<file path="src/rtl/trace_uart_buf_pkg.sv">
// Shared constants and types for the trace UART.
// Register map, bit positions and shifter states.
package trace_pkg;

  localparam logic [3:0] REG_CR = 4'd0;
  localparam logic [3:0] REG_SR = 4'd1;
  localparam logic [3:0] REG_TD = 4'd2;

  localparam int unsigned CR_EN     = 16;
  localparam int unsigned CR_BLOCK  = 17;
  localparam int unsigned CR_FLUSH  = 18;
  localparam int unsigned CR_IRQ_EN = 19;

  localparam int unsigned SR_IDLE  = 0;
  localparam int unsigned SR_FULL  = 1;
  localparam int unsigned SR_EMPTY = 2;
  localparam int unsigned SR_OVF   = 3;

  typedef enum logic [1:0] {
    IDLE,
    START,
    DATA,
    STOP
  } tx_state_e;

endpackage

</file>
<file path="src/rtl/trace_uart_buf_if.sv">
// MMIO bus bundle between the CPU and the trace UART.
// Signal names follow the peripheral's view of the bus.
interface trace_uart_buf_if;

  logic        select_i;
  logic [3:0]  mem_wstrb_i;
  logic [31:0] mem_addr_i;
  logic [31:0] mem_wdata_i;
  logic [31:0] mem_rdata_o;
  logic        mem_ready_o;

  modport master (
    output select_i,
    output mem_wstrb_i,
    output mem_addr_i,
    output mem_wdata_i,
    input  mem_rdata_o,
    input  mem_ready_o
  );

  modport slave (
    input  select_i,
    input  mem_wstrb_i,
    input  mem_addr_i,
    input  mem_wdata_i,
    output mem_rdata_o,
    output mem_ready_o
  );

endinterface

</file>
<file path="src/rtl/trace_uart_buf_fifo.sv">
// First-word-fall-through sync FIFO for the TX path.
// Flush has priority over push and pop.
module trace_fifo #(
  parameter  int DEPTH = 16,
  parameter  int WIDTH = 8,
  localparam int AW    = $clog2(DEPTH),
  localparam int LW    = AW + 1
) (
  input  logic             clk_i,
  input  logic             rst_i,
  input  logic             push,
  input  logic             pop,
  input  logic             flush,
  input  logic [WIDTH-1:0] wdata,
  output logic [WIDTH-1:0] rdata,
  output logic             full,
  output logic             empty,
  output logic [LW-1:0]    level
);

  logic [WIDTH-1:0] mem [DEPTH];
  logic [AW-1:0]    wptr;
  logic [AW-1:0]    rptr;
  logic [LW-1:0]    count;
  logic             do_push;
  logic             do_pop;

  assign full    = (count == LW'(DEPTH));
  assign empty   = (count == '0);
  assign level   = count;
  assign rdata   = mem[rptr];
  assign do_push = push & ~full & ~flush;
  assign do_pop  = pop & ~empty & ~flush;

  always_ff @(posedge clk_i or posedge rst_i) begin
    if (rst_i) begin
      wptr  <= '0;
      rptr  <= '0;
      count <= '0;
    end else if (flush) begin
      wptr  <= '0;
      rptr  <= '0;
      count <= '0;
    end else begin
      if (do_push) wptr <= wptr + AW'(1);
      if (do_pop)  rptr <= rptr + AW'(1);
      if (do_push && !do_pop)
        count <= count + LW'(1);
      else if (do_pop && !do_push)
        count <= count - LW'(1);
    end
  end

  always_ff @(posedge clk_i) begin
    if (do_push) mem[wptr] <= wdata;
  end

endmodule

</file>
<file path="src/rtl/trace_uart_buf.sv">
// Buffered 8N1 trace UART transmitter on the MMIO bus.
// Bus decode, CR/SR registers, baud counter and shifter FSM.
module trace_uart_buf
  import trace_pkg::*;
#(
  parameter int FIFO_DEPTH  = 16,
  parameter int DIV_W       = 16,
  parameter int DEFAULT_DIV = 233
) (
  input  logic            clk_i,
  input  logic            rst_i,
  trace_uart_buf_if.slave bus,
  output logic            trace_o,
  output logic            irq_o
);

  localparam int LW = $clog2(FIFO_DEPTH) + 1;

  logic [3:0]       idx;
  logic             wr;
  logic             td_wr;
  logic             cr_wr;
  logic             sr_wr;
  logic             pending;
  logic             accept;
  logic             push;
  logic             flush;
  logic             done;
  logic             ready;
  logic [31:0]      rdata;
  logic [31:0]      cr_val;
  logic [31:0]      sr_val;
  logic [31:0]      rd_val;
  logic [DIV_W-1:0] div;
  logic             en;
  logic             block;
  logic             irq_en;
  logic             ovf;
  logic             pop;
  logic             full;
  logic             empty;
  logic [7:0]       fifo_rdata;
  logic [LW-1:0]    level;
  tx_state_e        state;
  tx_state_e        state_n;
  logic [DIV_W-1:0] cnt;
  logic [DIV_W-1:0] div_lat;
  logic [2:0]       bitn;
  logic [7:0]       shreg;
  logic             trace_q;
  logic             line;
  logic             bit_end;
  logic             can_start;
  logic             idle;
  logic             unused_bits;

  assign idx   = bus.mem_addr_i[5:2];
  assign wr    = |bus.mem_wstrb_i;
  assign td_wr = wr & (idx == REG_TD);
  assign cr_wr = wr & (idx == REG_CR);
  assign sr_wr = wr & (idx == REG_SR);

  // done keeps a held select from starting a second access
  assign pending = bus.select_i & ~ready & ~done;
  assign accept  = pending & ~(td_wr & full & block);
  assign push    = accept & td_wr & ~full;
  assign flush   = accept & cr_wr & bus.mem_wdata_i[CR_FLUSH];

  assign unused_bits = ^{bus.mem_addr_i[31:6],
                         bus.mem_addr_i[1:0],
                         bus.mem_wdata_i[31:20]};

  assign bus.mem_ready_o = ready;
  assign bus.mem_rdata_o = rdata;
  assign idle            = (state == IDLE) & empty;
  assign irq_o           = irq_en & idle;
  assign trace_o         = trace_q;

  always_comb begin
    cr_val            = '0;
    cr_val[DIV_W-1:0] = div;
    cr_val[CR_EN]     = en;
    cr_val[CR_BLOCK]  = block;
    cr_val[CR_IRQ_EN] = irq_en;
    sr_val            = '0;
    sr_val[SR_IDLE]   = idle;
    sr_val[SR_FULL]   = full;
    sr_val[SR_EMPTY]  = empty;
    sr_val[SR_OVF]    = ovf;
    sr_val[15:8]      = 8'(level);
  end

  always_comb begin
    rd_val = '0;
    unique case (1'b1)
      (idx == REG_CR): rd_val = cr_val;
      (idx == REG_SR): rd_val = sr_val;
      default:         rd_val = '0;
    endcase
  end

  always_ff @(posedge clk_i or posedge rst_i) begin
    if (rst_i) begin
      ready <= 1'b0;
      done  <= 1'b0;
      rdata <= '0;
    end else begin
      ready <= accept;
      rdata <= (accept && !wr) ? rd_val : '0;
      if (accept)
        done <= 1'b1;
      else if (!bus.select_i)
        done <= 1'b0;
    end
  end

  always_ff @(posedge clk_i or posedge rst_i) begin
    if (rst_i) begin
      div    <= DIV_W'(DEFAULT_DIV);
      en     <= 1'b1;
      block  <= 1'b0;
      irq_en <= 1'b0;
      ovf    <= 1'b0;
    end else begin
      if (accept && cr_wr) begin
        div    <= bus.mem_wdata_i[DIV_W-1:0];
        en     <= bus.mem_wdata_i[CR_EN];
        block  <= bus.mem_wdata_i[CR_BLOCK];
        irq_en <= bus.mem_wdata_i[CR_IRQ_EN];
      end
      if (accept && td_wr && full)
        ovf <= 1'b1;
      else if (accept && sr_wr && bus.mem_wdata_i[SR_OVF])
        ovf <= 1'b0;
    end
  end

  trace_fifo #(
    .DEPTH (FIFO_DEPTH),
    .WIDTH (8)
  ) u_fifo (
    .clk_i (clk_i),
    .rst_i (rst_i),
    .push  (push),
    .pop   (pop),
    .flush (flush),
    .wdata (bus.mem_wdata_i[7:0]),
    .rdata (fifo_rdata),
    .full  (full),
    .empty (empty),
    .level (level)
  );

  // a flush in the same cycle cancels the start, so FIFO and shifter agree
  assign can_start = en & ~empty & ~flush;
  assign bit_end   = (cnt == div_lat);

  always_comb begin
    state_n = state;
    pop     = 1'b0;
    line    = 1'b1;
    unique case (state)
      IDLE: begin
        if (can_start) begin
          pop     = 1'b1;
          state_n = START;
        end
      end
      START: begin
        line = 1'b0;
        if (bit_end) state_n = DATA;
      end
      DATA: begin
        line = shreg[0];
        if (bit_end && bitn == 3'd7) state_n = STOP;
      end
      STOP: begin
        if (bit_end) begin
          if (can_start) begin
            pop     = 1'b1;
            state_n = START;
          end else begin
            state_n = IDLE;
          end
        end
      end
    endcase
  end

  always_ff @(posedge clk_i or posedge rst_i) begin
    if (rst_i) begin
      state   <= IDLE;
      trace_q <= 1'b1;
      cnt     <= '0;
      div_lat <= '0;
      bitn    <= '0;
      shreg   <= '0;
    end else begin
      state   <= state_n;
      trace_q <= line;
      if (pop) begin
        shreg   <= fifo_rdata;
        div_lat <= div;
        cnt     <= '0;
        bitn    <= '0;
      end else if (state != IDLE) begin
        if (bit_end) begin
          cnt <= '0;
          if (state == DATA) begin
            shreg <= shreg >> 1;
            bitn  <= bitn + 3'd1;
          end
        end else begin
          cnt <= cnt + DIV_W'(1);
        end
      end
    end
  end

endmodule

</file>
<file path="src/flat_wrapper.sv">
// flat-port wrapper written by rule: the top's interface ports become plain ports
module trace_uart_buf_flat import trace_pkg::*;
#(
  parameter int FIFO_DEPTH  = 16,
  parameter int DIV_W       = 16,
  parameter int DEFAULT_DIV = 233
)
  (clk_i, rst_i, trace_o, irq_o, bus_select_i, bus_mem_wstrb_i, bus_mem_addr_i, bus_mem_wdata_i, bus_mem_rdata_o, bus_mem_ready_o);
  trace_uart_buf_if bus_i ();
  input  logic clk_i;
  input  logic rst_i;
  output logic trace_o;
  output logic irq_o;
  input wire logic [$bits(bus_i.select_i)-1:0] bus_select_i;
  input wire logic [$bits(bus_i.mem_wstrb_i)-1:0] bus_mem_wstrb_i;
  input wire logic [$bits(bus_i.mem_addr_i)-1:0] bus_mem_addr_i;
  input wire logic [$bits(bus_i.mem_wdata_i)-1:0] bus_mem_wdata_i;
  output wire logic [$bits(bus_i.mem_rdata_o)-1:0] bus_mem_rdata_o;
  output wire logic [$bits(bus_i.mem_ready_o)-1:0] bus_mem_ready_o;
  assign bus_i.select_i = bus_select_i;
  assign bus_i.mem_wstrb_i = bus_mem_wstrb_i;
  assign bus_i.mem_addr_i = bus_mem_addr_i;
  assign bus_i.mem_wdata_i = bus_mem_wdata_i;
  assign bus_mem_rdata_o = bus_i.mem_rdata_o;
  assign bus_mem_ready_o = bus_i.mem_ready_o;
  trace_uart_buf #(.FIFO_DEPTH(FIFO_DEPTH), .DIV_W(DIV_W), .DEFAULT_DIV(DEFAULT_DIV)) u_core (.clk_i(clk_i), .rst_i(rst_i), .bus(bus_i), .trace_o(trace_o), .irq_o(irq_o));
endmodule
</file>
<file path="config.mk">
export PLATFORM = sky130hd
export DESIGN_NAME = trace_uart_buf_flat
export DESIGN_NICKNAME = d
export VERILOG_FILES = /design/src/rtl/trace_uart_buf_pkg.sv /design/src/rtl/trace_uart_buf_if.sv /design/src/rtl/trace_uart_buf_fifo.sv /design/src/rtl/trace_uart_buf.sv /design/src/flat_wrapper.sv
export SDC_FILE = /design/constraint.sdc
export NUM_CORES = 1
export LEC_CHECK = 0
export BUFFER_PORTS_ARGS = -buffer_cell sky130_fd_sc_hd__buf_2
export CAP_MARGIN = 20
export CORE_MARGIN = 8
export CORE_UTILIZATION = 35
export DETAILED_ROUTE_END_ITERATION = 8
export SKIP_LAST_GASP = 1
export SYNTH_ARGS = -nofsm -noshare
export SYNTH_HDL_FRONTEND = slang
export SYNTH_SLANG_ARGS = --single-unit
</file>
<file path="constraint.sdc">
create_clock -name clk_i -period 9.24 [get_ports clk_i]
set_input_delay 0.924 -clock clk_i [delete_from_list [all_inputs] [get_ports clk_i]]
set_output_delay 0.924 -clock clk_i [all_outputs]
set_load 0.01 [all_outputs]
</file>
==> impl_metrics.sql <==
INSERT INTO impl_metrics (metric_group, metric, value, unit) VALUES
('status', 'run_status', 'finished clean', ''),
('cts', 'cts_tree', 'yes', ''),
('timing', 'final_worst_slack', '5.62', 'ns'),
('timing', 'period_share', '39.2', '%'),
('timing', 'fin_skew', '0.0133', 'ns'),
('synthesis', 'ys_async_sr_fraction', '43.9', '%'),
('synthesis', 'ys_seq_area_share', '65.0', '%'),
('setup_path', 'critical_path.cell_chain', 'buf_2 > or4b_2 > nor3_1 > nand2_1 > inv_1 > ha_1 > inv_1 > fa_1 > a21o_1 > a21oi_1 > xnor2_1 > or3_1 > a21oi_1', ''),
('setup_path', 'timing.critical_path.arrival', '4.06', 'ns'),
('synthesis', 'yosys_warnings', '0', ''),
('grt', 'wire_length_of_the_first_global_routing_pass', '31200', 'µm'),
('cells_and_area', 'layoutNonFillerInstCount', '1088', ''),
('route', 'routed_wire_length_per_instance', '17.6', 'µm'),
('setup_path', 'end_kind', 'flop', ''),
('place', 'io_buffer_count', '52', ''),
('timing', 'worstMarginPinSlew', '0.933', 'ns'),
('synthesis', 'synth_most_common_cell', 'edfxtp_1', ''),
('synthesis', 'synth_edf_count', '128', ''),
('cts', 'cts_buffer_depth', '3', ''),
('synthesis', 'synthDistinctLibCells', '53', ''),
('cts', 'worst_skew_pair.late_latency', '0.51', 'ns'),
('synthesis', 'synthTopCellsByArea', 'edfxtp_1 (39%), dfrtp_1 (24%), mux4_2 (9.2%)', ''),
('route', 'ant_nets', '0', ''),
('cts', 'cts-buffers-inserted', '25', ''),
('die', 'placementRows', '61', ''),
('die', 'initial_util', '35.4', '%'),
('setup_path', 'worstSetupPathType', 'input pin to flop', ''),
('die', 'chipHeight', '183', 'µm'),
('die', 'die_w', '183', 'µm'),
('synthesis', 'area_leader_netlist', 'edfxtp_1', ''),
('cts', 'cts.sink_count', '228', ''),
('cts', 'clock_tree.htree_level_count', '1', ''),
('setup_path', 'timing.critical_path.required', '9.68', 'ns'),
('timing', 'timing.fmax', '276', 'MHz'),
('grt', 'initial_antenna_violation_count', '0', ''),
('grt', 'first_global_vias', '5480', ''),
('job', 'cap_viol_max_count', '0', ''),
('timing', 'tns', '0', 'ns'),
('power_and_ir_drop', 'p_total', '0.00296', 'W'),
('setup_path', 'slowest_stage', 'or4b_2', ''),
('grt', 'gr-total-overflow', '0', ''),
('cells_and_area', 'final_layout_size_suffix_gt1_share', '29.2', '%'),
('synthesis', 'synth_area', '9780', 'µm²'),
('timing', 'max-slew-margin-rel', '37.8', '%'),
('grt', 'grt_use_total', '11.6', '%'),
('setup_path', 'worstSetupStartpointType', 'input pin', ''),
('cts', 'cts.clk_slew.worst_paths', '0.06', 'ns'),
('grt', 'maximum_number_of_pins_on_one_net_before_global_route_repair', '75', ''),
('synthesis', 'synthDominantCellAreaShare', '39.3', '%'),
('timing', 'grt_setup_unrepaired', 'no', ''),
('synthesis', 'synth-seq-cells', '228', ''),
('cts', 'holdBufCountCts', '0', ''),
('cells_and_area', 'nets', '782', ''),
('power_and_ir_drop', 'powerDensity', '264', 'nW/µm²'),
('die', 'fp.dieArea', '33600', 'µm²'),
('synthesis', 'synth_cells', '625', ''),
('cts', 'clk_root_buffer_cell', 'clkbuf_16', ''),
('route', 'drt-vias-per-instance', '4.80', ''),
('cts', 'post_cts.repair.setup_buffers', '0', ''),
('timing', 'timing_hold_violations_final', '0', ''),
('route', 'drt_wl_total', '19200', 'µm'),
('timing', 'fin_crit', '3.62', 'ns'),
('place', 'placed_instances', '1042', ''),
('cells_and_area', 'antenna_cells', '0', ''),
('power_and_ir_drop', 'leakage', '4.33', 'nW'),
('place', 'gpl.final_weighted_congestion', '0.756', ''),
('synthesis', 'synth_ff_type', 'edfxtp_1', ''),
('route', 'vias_after_detailed_routing', '5222', ''),
('place', 'preCtsSetupSlack', '4.65', 'ns'),
('route', 'drt_first_pass_iters', '4', ''),
('min_path', 'tightest_hold_check_type', 'input pin to asynchronous set/reset pin', '');
registers in the layout, summed over array words and instances, names as in the netlist, 2 cells and up:
register / flops
u_core.bitn: 3
u_core.u_fifo.wptr: 4
u_core.bus.mem_rdata_o: 19
u_core.div_lat: 16
u_core.div: 16
u_core.u_fifo.rptr: 4
u_core.cnt: 16
u_core.u_fifo.level: 5
u_core.shreg: 8
u_core.state: 2
u_core.u_fifo.mem: 128
layout by cell type, fill, tap and decap left out, types with 2 or more instances in the layout:
cell	n
a211oi_1	2
a21o_1	2
a21oi_1	13
a22o_1	3
a22oi_1	10
and2_1	15
and3_1	4
buf_2	52
buf_4	14
clkbuf_1	5
clkbuf_16	25
clkbuf_8	5
clkinv_1	3
clkinv_2	6
conb_1	13
dfrtp_1	92
dfstp_2	7
edfxtp_1	128
ha_1	18
inv_1	17
mux2_1	6
mux2_2	46
mux2i_1	7
mux4_2	40
nand2_1	23
nand3_1	11
nand3b_1	2
nand4_1	10
nor2_1	44
nor3_1	10
nor3b_1	2
nor4_1	7
o21ai_0	10
o31ai_1	2
or3_1	3
xnor2_1	22
xor2_1	9
path summary, 6_finish.rpt:
| check | from | end | slack [ns] | cells after the start |
|---|---|---|---|---|
| max | bus_mem_addr_i[2] | u_core.u_fifo.level[4]$_DFFE_PP0P_ | 5.62 | 13 |
| min | rst_i | u_core.bus.mem_rdata_o[14]$_DFF_PP0_ | 0.39 | 2 |
| max reg2reg | u_core.cnt[6]$_DFFE_PP0P_ | u_core.u_fifo.level[4]$_DFFE_PP0P_ | 5.62 | 14 |
| min reg2reg | u_core.div[14]$_DFFE_PP0N_ | u_core.bus.mem_rdata_o[14]$_DFF_PP0_ | 0.50 | 1 |
| max in group asynchronous | rst_i | u_core.u_fifo.rptr[0]$_DFFE_PP0P_ | 7.56 | 3 |
| min in group clk_i | u_core.div[14]$_DFFE_PP0N_ | u_core.bus.mem_rdata_o[14]$_DFF_PP0_ | 0.50 | 1 |
power breakdown:
part	internal (W)	switching, W	total [W]	leakage, nW
registers	0.00119	0.000129	0.00132	2.45
clock network	0.000535	0.000382	0.000917	0.383
logic	0.000374	0.000349	0.000723	1.50
total	0.00210	0.000859	0.00296	4.33
per-stage QoR:
stage,hold slack [ns],cell area (µm²),utilization (%)
floorplan,0.459,9830,-
global placement,0.484,10500,37.8
detailed placement,0.493,10500,37.8
CTS,0.381,11200,40.6
global route,0.410,11200,40.6
finish,0.388,11200,40.6
logic make-up after synthesis:
logic type	after synthesis	share of synthesized area [%]
AOI/OAI and AO/OA	49	3.24
xor gates and xnor gates	31	2.78
adders and majority gates	19	2.51
buffers and inverters	56	2.97
DFF	228	65.0
muxes	99	15.9
other	1	0.0383
and+or+nand+nor	142	7.60
layer usage:
metal  track usage [%]  wire length (µm)  vias to the layer above
li1                  -                 -                     2453
met1              16.0              9000                     2671
met2              18.9              9150                       72
met3              2.00               716                       26
met4              2.44               308                        0
met5                 0                 0                        -
critical path: cells and delay by family:
family / cells / cell delay [ns]
AO/OA/AOI/OAI: 3 / 0.52
XOR/XNOR: 1 / 0.10
adder cells (fa/ha/maj): 2 / 0.64
buffers and inverters: 3 / 0.46
AND/OR/NAND/NOR: 4 / 1.40
layout make-up:
type | instances | area, µm²
Clock buffer | 35 | 713
Tap cell | 378 | 473
Multi-Input combinational cell | 353 | 3200
Inverter | 18 | 70.1
Fill cell | 2584 | 16400
Sequential cell | 228 | 6360
Timing Repair Buffer | 66 | 365
Clock inverter | 10 | 50.0
(Power assumes the default switching activity.)
